[src/rtl/stream_csr_pkg.sv]
// Shared CSR map and sequencer state encoding for the DDR3 copy stream.
// read_master and write_master decode the same register addresses.
package stream_csr_pkg;

  localparam logic [2:0] CSR_ADDR     = 3'd0;
  localparam logic [2:0] CSR_NSAMPLES = 3'd1;
  localparam logic [2:0] CSR_STEP     = 3'd2;
  localparam logic [2:0] CSR_RATE     = 3'd3;
  localparam logic [2:0] CSR_START    = 3'd4;
  localparam logic [2:0] CSR_DONE     = 3'd5;
  localparam logic [2:0] CSR_RESET    = 3'd6;

  typedef enum logic [3:0] {
    ST_IDLE,
    ST_RD_CFG,
    ST_WR_CFG,
    ST_START_WR,
    ST_START_RD,
    ST_POLL,
    ST_POLL_WAIT,
    ST_GAP,
    ST_HOLD,
    ST_RST_RD,
    ST_RST_WR,
    ST_FIN
  } state_t;

  // States where abort jumps straight to the reset writes. Once the reset
  // writes have begun the sequence is already winding down.
  function automatic logic is_abortable(state_t s);
    return !(s inside {ST_IDLE, ST_RST_RD, ST_RST_WR, ST_FIN});
  endfunction

endpackage

[src/rtl/stream_csr_sequencer_if.sv]
// Avalon-MM CSR link without waitrequest; read data is valid one cycle
// after the read strobe.
interface stream_csr_sequencer_if;
  logic [2:0]  addr;
  logic [31:0] writedata;
  logic        write;
  logic        read;
  logic [31:0] readdata;

  modport master (output addr, output writedata, output write, output read,
                  input readdata);
  modport slave  (input addr, input writedata, input write, input read,
                  output readdata);
endinterface

[src/rtl/stream_csr_sequencer.sv]
// CSR initiator that programs, starts, polls and resets the read and write
// masters for one DDR3 copy stream per accepted start pulse.
module stream_csr_sequencer
  import stream_csr_pkg::*;
#(
  parameter int unsigned HOLD_CYCLES  = 50,
  parameter int unsigned POLL_GAP     = 4,
  parameter logic [15:0] POLL_TIMEOUT = 16'hFFFF
) (
  input  logic        clk,
  input  logic        rst,
  input  logic        start,
  input  logic        abort,
  input  logic [31:0] cfg_src_addr,
  input  logic [31:0] cfg_dst_addr,
  input  logic [31:0] cfg_nsamples,
  input  logic [31:0] cfg_step,
  input  logic [31:0] cfg_rate,
  output logic        busy,
  output logic        done,
  output logic        error,
  stream_csr_sequencer_if.master rd_csr,
  stream_csr_sequencer_if.master wr_csr
);

  state_t      state_reg, state_next;
  // One counter serves as config word index, poll gap timer and hold timer.
  logic [31:0] cnt_reg, cnt_next, cnt_inc;
  logic [15:0] poll_cnt_reg, poll_cnt_next;
  logic [16:0] poll_inc;
  logic        error_reg, error_next;

  logic [31:0] src_reg, dst_reg, nsamples_reg, step_reg, rate_reg;

  logic [2:0]  rd_addr, wr_addr;
  logic [31:0] rd_wdata, wr_wdata;
  logic        rd_write, rd_read, wr_write, wr_read;

  // State, counters and sticky error.
  always_ff @(posedge clk or negedge rst) begin
    if (!rst) begin
      state_reg    <= ST_IDLE;
      cnt_reg      <= '0;
      poll_cnt_reg <= '0;
      error_reg    <= 1'b0;
    end else begin
      state_reg    <= state_next;
      cnt_reg      <= cnt_next;
      poll_cnt_reg <= poll_cnt_next;
      error_reg    <= error_next;
    end
  end

  // Capture the configuration on the accepted start; inputs may move later.
  always_ff @(posedge clk or negedge rst) begin
    if (!rst) begin
      src_reg      <= '0;
      dst_reg      <= '0;
      nsamples_reg <= '0;
      step_reg     <= '0;
      rate_reg     <= '0;
    end else if (state_reg == ST_IDLE && start) begin
      src_reg      <= cfg_src_addr;
      dst_reg      <= cfg_dst_addr;
      nsamples_reg <= cfg_nsamples;
      step_reg     <= cfg_step;
      rate_reg     <= cfg_rate;
    end
  end

  // Next state, counters and the single-cycle CSR strobes for each state.
  always_comb begin
    state_next    = state_reg;
    cnt_next      = cnt_reg;
    poll_cnt_next = poll_cnt_reg;
    error_next    = error_reg;
    cnt_inc       = cnt_reg + 32'd1;
    poll_inc      = {1'b0, poll_cnt_reg} + 17'd1;
    rd_addr       = '0;
    rd_wdata      = '0;
    rd_write      = 1'b0;
    rd_read       = 1'b0;
    wr_addr       = '0;
    wr_wdata      = '0;
    wr_write      = 1'b0;
    wr_read       = 1'b0;

    case (state_reg)
      ST_IDLE: begin
        if (start) begin
          state_next    = ST_RD_CFG;
          cnt_next      = '0;
          poll_cnt_next = '0;
          error_next    = 1'b0;
        end
      end
      ST_RD_CFG: begin
        rd_write = 1'b1;
        rd_addr  = CSR_ADDR + cnt_reg[2:0];
        case (cnt_reg[1:0])
          2'd0:    rd_wdata = src_reg;
          2'd1:    rd_wdata = nsamples_reg;
          2'd2:    rd_wdata = step_reg;
          default: rd_wdata = rate_reg;
        endcase
        if (cnt_reg == 32'd3) begin
          state_next = ST_WR_CFG;
          cnt_next   = '0;
        end else begin
          cnt_next = cnt_inc;
        end
      end
      ST_WR_CFG: begin
        wr_write = 1'b1;
        wr_addr  = CSR_ADDR + cnt_reg[2:0];
        case (cnt_reg[1:0])
          2'd0:    wr_wdata = dst_reg;
          2'd1:    wr_wdata = nsamples_reg;
          default: wr_wdata = step_reg;
        endcase
        if (cnt_reg == 32'd2) begin
          state_next = ST_START_WR;
          cnt_next   = '0;
        end else begin
          cnt_next = cnt_inc;
        end
      end
      ST_START_WR: begin
        // Write master goes first so it is ready before data arrives.
        wr_write   = 1'b1;
        wr_addr    = CSR_START;
        wr_wdata   = 32'd1;
        state_next = ST_START_RD;
      end
      ST_START_RD: begin
        rd_write   = 1'b1;
        rd_addr    = CSR_START;
        rd_wdata   = 32'd1;
        state_next = ST_POLL;
      end
      ST_POLL: begin
        rd_read    = 1'b1;
        rd_addr    = CSR_DONE;
        state_next = ST_POLL_WAIT;
      end
      ST_POLL_WAIT: begin
        cnt_next = '0;
        if (rd_csr.readdata != 32'd0) begin
          state_next = (HOLD_CYCLES == 0) ? ST_RST_RD : ST_HOLD;
        end else if (poll_inc >= {1'b0, POLL_TIMEOUT}) begin
          poll_cnt_next = POLL_TIMEOUT;
          error_next    = 1'b1;
          state_next    = ST_RST_RD;
        end else begin
          poll_cnt_next = poll_inc[15:0];
          state_next    = (POLL_GAP == 0) ? ST_POLL : ST_GAP;
        end
      end
      ST_GAP: begin
        if (cnt_inc >= POLL_GAP) begin
          state_next = ST_POLL;
          cnt_next   = '0;
        end else begin
          cnt_next = cnt_inc;
        end
      end
      ST_HOLD: begin
        if (cnt_inc >= HOLD_CYCLES) begin
          state_next = ST_RST_RD;
          cnt_next   = '0;
        end else begin
          cnt_next = cnt_inc;
        end
      end
      ST_RST_RD: begin
        rd_write   = 1'b1;
        rd_addr    = CSR_RESET;
        rd_wdata   = 32'd1;
        state_next = ST_RST_WR;
      end
      ST_RST_WR: begin
        wr_write   = 1'b1;
        wr_addr    = CSR_RESET;
        wr_wdata   = 32'd1;
        state_next = ST_FIN;
      end
      ST_FIN: begin
        state_next = ST_IDLE;
      end
      default: begin
        state_next = ST_IDLE;
      end
    endcase

    // Any strobe already driven this cycle still completes; the reset
    // writes follow on the next cycle.
    if (abort && is_abortable(state_reg)) begin
      state_next = ST_RST_RD;
      cnt_next   = '0;
      error_next = 1'b1;
    end
  end

  assign rd_csr.addr      = rd_addr;
  assign rd_csr.writedata = rd_wdata;
  assign rd_csr.write     = rd_write;
  assign rd_csr.read      = rd_read;
  assign wr_csr.addr      = wr_addr;
  assign wr_csr.writedata = wr_wdata;
  assign wr_csr.write     = wr_write;
  assign wr_csr.read      = wr_read;

  assign busy  = (state_reg != ST_IDLE) && (state_reg != ST_FIN);
  assign done  = (state_reg == ST_FIN);
  assign error = error_reg;

endmodule

[src/flat_wrapper.sv]
// flat-port wrapper written by rule: the top's interface ports become plain ports
module stream_csr_sequencer_flat import stream_csr_pkg::*;
#(
  parameter int unsigned HOLD_CYCLES  = 50,
  parameter int unsigned POLL_GAP     = 4,
  parameter logic [15:0] POLL_TIMEOUT = 16'hFFFF
)
  (clk, rst, start, abort, cfg_src_addr, cfg_dst_addr, cfg_nsamples, cfg_step, cfg_rate, busy, done, error, rd_csr_addr, rd_csr_writedata, rd_csr_write, rd_csr_read, rd_csr_readdata, wr_csr_addr, wr_csr_writedata, wr_csr_write, wr_csr_read, wr_csr_readdata);
  stream_csr_sequencer_if rd_csr_i ();
  stream_csr_sequencer_if wr_csr_i ();
  input  logic clk;
  input  logic rst;
  input  logic start;
  input  logic abort;
  input  logic [31:0] cfg_src_addr;
  input  logic [31:0] cfg_dst_addr;
  input  logic [31:0] cfg_nsamples;
  input  logic [31:0] cfg_step;
  input  logic [31:0] cfg_rate;
  output logic busy;
  output logic done;
  output logic error;
  output wire logic [$bits(rd_csr_i.addr)-1:0] rd_csr_addr;
  output wire logic [$bits(rd_csr_i.writedata)-1:0] rd_csr_writedata;
  output wire logic [$bits(rd_csr_i.write)-1:0] rd_csr_write;
  output wire logic [$bits(rd_csr_i.read)-1:0] rd_csr_read;
  input wire logic [$bits(rd_csr_i.readdata)-1:0] rd_csr_readdata;
  output wire logic [$bits(wr_csr_i.addr)-1:0] wr_csr_addr;
  output wire logic [$bits(wr_csr_i.writedata)-1:0] wr_csr_writedata;
  output wire logic [$bits(wr_csr_i.write)-1:0] wr_csr_write;
  output wire logic [$bits(wr_csr_i.read)-1:0] wr_csr_read;
  input wire logic [$bits(wr_csr_i.readdata)-1:0] wr_csr_readdata;
  assign rd_csr_addr = rd_csr_i.addr;
  assign rd_csr_writedata = rd_csr_i.writedata;
  assign rd_csr_write = rd_csr_i.write;
  assign rd_csr_read = rd_csr_i.read;
  assign rd_csr_i.readdata = rd_csr_readdata;
  assign wr_csr_addr = wr_csr_i.addr;
  assign wr_csr_writedata = wr_csr_i.writedata;
  assign wr_csr_write = wr_csr_i.write;
  assign wr_csr_read = wr_csr_i.read;
  assign wr_csr_i.readdata = wr_csr_readdata;
  stream_csr_sequencer #(.HOLD_CYCLES(HOLD_CYCLES), .POLL_GAP(POLL_GAP), .POLL_TIMEOUT(POLL_TIMEOUT)) u_core (.clk(clk), .rst(rst), .start(start), .abort(abort), .cfg_src_addr(cfg_src_addr), .cfg_dst_addr(cfg_dst_addr), .cfg_nsamples(cfg_nsamples), .cfg_step(cfg_step), .cfg_rate(cfg_rate), .busy(busy), .done(done), .error(error), .rd_csr(rd_csr_i), .wr_csr(wr_csr_i));
endmodule
[config.mk]
export PLATFORM = sky130hd
export DESIGN_NAME = stream_csr_sequencer_flat
export DESIGN_NICKNAME = d
export VERILOG_FILES = /design/src/rtl/stream_csr_pkg.sv /design/src/rtl/stream_csr_sequencer_if.sv /design/src/rtl/stream_csr_sequencer.sv /design/src/flat_wrapper.sv
export SDC_FILE = /design/constraint.sdc
export NUM_CORES = 1
export LEC_CHECK = 0
export BUFFER_PORTS_ARGS = -buffer_cell sky130_fd_sc_hd__buf_2
export CORE_ASPECT_RATIO = 1.25
export CORE_UTILIZATION = 58
export DETAILED_ROUTE_END_ITERATION = 6
export PLACE_DENSITY = 0.87
export SLEW_MARGIN = 20
export SYNTH_ARGS = -nofsm -noshare
export SYNTH_HDL_FRONTEND = slang
export SYNTH_SLANG_ARGS = --single-unit
[constraint.sdc]
create_clock -name clk -period 4.8 [get_ports clk]
set_input_delay 0.96 -clock clk [delete_from_list [all_inputs] [get_ports clk]]
set_output_delay 0.96 -clock clk [all_outputs]
set_load 0.05 [all_outputs]
==> impl_results.rst <==
.. list-table::
   :header-rows: 1

   * - Metric
     - Value
   * - Area share of the largest cell type after synthesis
     - a little under half
   * - Max-slew violation total from the final report
     - 0
   * - Detailed placement HPWL
     - ~24 mm
   * - Critical path data arrival time
     - about 3.3 ns
   * - Crit path kind
     - reg2out
   * - Count of cell types in the netlist
     - ~60
   * - Violations in the final reports
     - design-rule violations
   * - Slowest stage delay, CP
     - ~0.8 ns
   * - Leak Pwr
     - 7.08 nW
   * - Filler cell count in the final layout
     - 1546
   * - Number of global-route vias before repair
     - about 11000
   * - WHS
     - about 0.47 ns
   * - Placed Cells incl. Taps
     - slightly below 2000
   * - Setup ws final
     - 0.579 ns
   * - Worst relative slew slack
     - between 20 and 30%
   * - Drt first-iter violations
     - ~1400
   * - Io pins
     - a little over 300
   * - Status
     - complete, but fails checks
   * - Fraction of final layout cells sized beyond drive strength 1
     - 20.6%
   * - Async SR Flop Fraction
     - 100%
   * - Power per cell area
     - 608 nW/um^2
   * - Final Core Density
     - 70.7%
   * - Max-cap violations
     - 0
   * - Startpoint class of the critical path
     - flop
   * - Number of hold buffers added after cts
     - 0
   * - Total via count in the routed design
     - between 10000 and 15000
   * - CTS tree
     - yes
   * - Clock root buffer master
     - clkbuf_16
   * - Uppermost signal routing layer after detailed routing
     - met5
   * - Antenna violations before repair
     - 3
   * - Worst Clk Skew
     - between 0.01 and 0.015 ns
   * - Initial core utilization
     - 59.5%
   * - Mean instance size in the synthesized netlist
     - 7.78 sq um
   * - Transition time at the pin with the least slew margin
     - around 1.1 ns
   * - Cells taking the most area after synthesis
     - dfrtp_1 (46%), nand2_1 (18%), a21oi_1 (4.1%)
   * - Worst slack after detailed placement
     - 0.802 ns
   * - Reg2Reg Depth
     - 10
   * - Clk Latency, worst-skew pair
     - between 0.5 and 0.6 ns
   * - Maximum number of pins on one net before global-route repair
     - about 120
   * - Slack of the worst reg-to-reg path
     - 0.75 ns
   * - Netlist area before placement
     - around 12000 sq um
   * - Cell Rows
     - 57
   * - Vias per inst
     - around 6.0
   * - Cell with the most instances after synthesis
     - nand2_1
   * - # DRC
     - 26
   * - Fmax
     - between 200 and 250 MHz
   * - Number of buffers inserted to repair setup after CTS
     - 0
   * - Crit path depth
     - 8
   * - Core region area
     - 19500 sq um
   * - Clock Tree Buf Depth
     - 3
   * - Synthesized net count
     - approximately 1700
   * - Final non-filler cell total
     - slightly below 2000
   * - Ranking of synthesized cells by instance count
     - nand2_1 (557), dfrtp_1 (213), nor2_1 (112), a21oi_1 (95), clkbuf_1 (91)
   * - Post-synthesis sequential element count
     - about 210
   * - Met1 WL
     - between 10 and 15 mm
   * - Aggregate negative setup slack
     - 0 ns
   * - Iteration count of the initial detailed-routing pass
     - 7
   * - Critical path capture point type
     - output port
   * - Average wire per standard cell
     - ~18 um
   * - Hold path startpoint
     - u_core.rate_reg[25]
   * - Largest delay contributor family on the critical path
     - buffers and inverters
   * - Master of the slowest instance on the critical path
     - ha_2
   * - Hold path cells
     - 2
   * - Global-route wire length before repair
     - between 50 and 60 mm
   * - Cell-by-cell trace of the critical path
     - inv_1 -> ha_2 -> buf_4 -> a222oi_1 -> nor2_1 -> a21oi_1 -> nor2_1 -> buf_2
   * - Top_reg_cell synth
     - dfrtp_1
   * - Die span in y
     - approximately 160 um
   * - Post-synth top area cell
     - dfrtp_1
   * - Overall overflow remaining after global route
     - 0
   * - Number of sinks on the clock net
     - about 210
   * - Number of port buffers
     - 271
   * - Synthesis-to-finish area growth
     - 18.8%
   * - Beginning of the worst register-to-register path
     - u_core.cnt_reg[4]
   * - RSZ-0062 raised after global routing
     - no
   * - Worst Path Required
     - around 3.8 ns
   * - Hold crit path type
     - reg2reg
   * - Count of flip-flops with a built-in enable after synthesis
     - 0
   * - Post-cts repair resize count
     - 0
   * - Final weighted congestion in routability-driven placement
     - approximately 0.95
   * - Overall Global Routing Usage
     - approximately 34%
   * - Biggest fanout along the worst timing path
     - 39
   * - Final clock period utilization by the worst path
     - 87.9%
   * - Antenna-violating nets left
     - 0
   * - Die W
     - ~130 um
   * - Final critical path time including I/O delays and setup
     - about 4.2 ns
   * - Sequential cell area fraction in the yosys report
     - 45.9%
   * - Number of buffers created by CTS
     - 23
   * - Number of nets at the end of the flow
     - 1923
   * - Number of standard cells after synthesis
     - roughly 1500
   * - Die Footprint
     - about 21000 sq um
   * - H-tree level count
     - 1
   * - Reg-to-Reg End
     - u_core.cnt_reg[15]
   * - Min-Delay Endpoint
     - u_core.rate_reg[25]
   * - Setup violators final
     - 0
   * - Total Wirelength
     - approximately 35 mm
   * - Ys Warns
     - 0
   * - Worst IR Drop VDD
     - around 0.00035 V
   * - Number of buffers and inverters on the critical path
     - 3
   * - Sum of met2 wire segment lengths after detailed routing
     - between 15 and 20 mm
   * - Most frequent cell on the critical path
     - nor2_1
   * - Clk slew on worst S/H paths
     - about 0.070 ns
   * - Routed met3 length
     - ~3.0 mm
   * - Total count of hold-check failures in the final report
     - 0
tightest hold or removal path, stage by stage (launching register included):
cell and delay (ns):
dfrtp_1 0.34, nand2_1 0.05, nand2_1 0.06
worst max path at each step:
stage / to / slack [ns] / startpoint
2_1_floorplan: wr_csr_writedata[10] / 1.31 / u_core.cnt_reg[1]
3_3_place_gp: u_core.cnt_reg[3] / 0.92 / u_core.cnt_reg[4]
3_5_place_dp: u_core.cnt_reg[15] / 0.80 / u_core.cnt_reg[4]
4_1_cts: rd_csr_writedata[1] / 0.50 / u_core.cnt_reg[0]
5_1_grt: rd_csr_writedata[10] / 0.47 / u_core.cnt_reg[0]
6_report: rd_csr_writedata[10] / 0.58 / u_core.cnt_reg[0]
where the power goes:
part / leakage, nW / internal, mW / total (mW) / switching (mW)
clock: 0.371 / 1.13 / 1.85 / 0.719
sequential: 2.74 / 2.51 / 3.10 / 0.588
combinational: 3.97 / 1.10 / 3.45 / 2.34
total: 7.08 / 4.74 / 8.40 / 3.65
through the flow:
stage,power [mW],area (sq um)
5_1_grt,8.92,13800
3_5_place_dp,6.45,13000
3_3_place_gp,6.32,13000
6_report,8.40,13800
2_1_floorplan,5.39,11600
4_1_cts,8.34,13800
per-layer routing:
| layer | vias to the layer above | global-route usage [%] |
|---|---|---|
| met5 | - | 0 |
| met4 | 2 | 15.2 |
| met3 | 92 | 4.86 |
| met2 | 711 | 53.8 |
| met1 | 5576 | 47.6 |
| li1 | 5461 | - |
layout make-up:
type	instances	area (sq um)	share of cell area, %
multi-input combinational	1143	5760	41.7
sequential	213	5330	38.6
timing repair buffer	290	1540	11.2
clock buffer	32	629	4.56
tap	265	332	2.40
clock inverter	8	149	1.08
inverter	17	63.8	0.462
antenna	3	7.51	0.0544
kinds of logic after synthesis:
| logic type | synth area share, % |
|---|---|
| muxes | 0.345 |
| xor gates and xnor gates | 0.980 |
| and+or+nand+nor | 32.0 |
| AOI/OAI and AO/OA | 15.1 |
| other | 0.0323 |
| buffers and inverters | 4.86 |
| adders and majority gates | 0.754 |
| DFF | 45.9 |
cells in the final DEF (no fill, tap or decap), types with 4 or more instances in the layout:
cell type,instances
nor2b_1,6
a211o_1,5
and3_1,11
xor2_1,6
a22oi_1,32
xnor2_1,7
and4_1,6
bufinv_16,4
o22ai_1,4
nand2b_1,11
nor4_1,26
mux2i_1,4
a21oi_1,95
buf_2,270
o21a_1,6
ha_1,4
a222oi_1,33
clkbuf_1,7
nor4_2,9
a311oi_1,4
or2_2,5
nand4_1,17
or4_1,4
nand3_1,26
nand2_1,557
o21ai_0,15
nor2_1,111
or3_1,7
dfrtp_1,213
buf_4,16
inv_1,17
clkbuf_16,23
o21ai_1,25
a21o_1,24
nor3b_1,4
nor3_1,39
(Power assumes the default switching activity.)
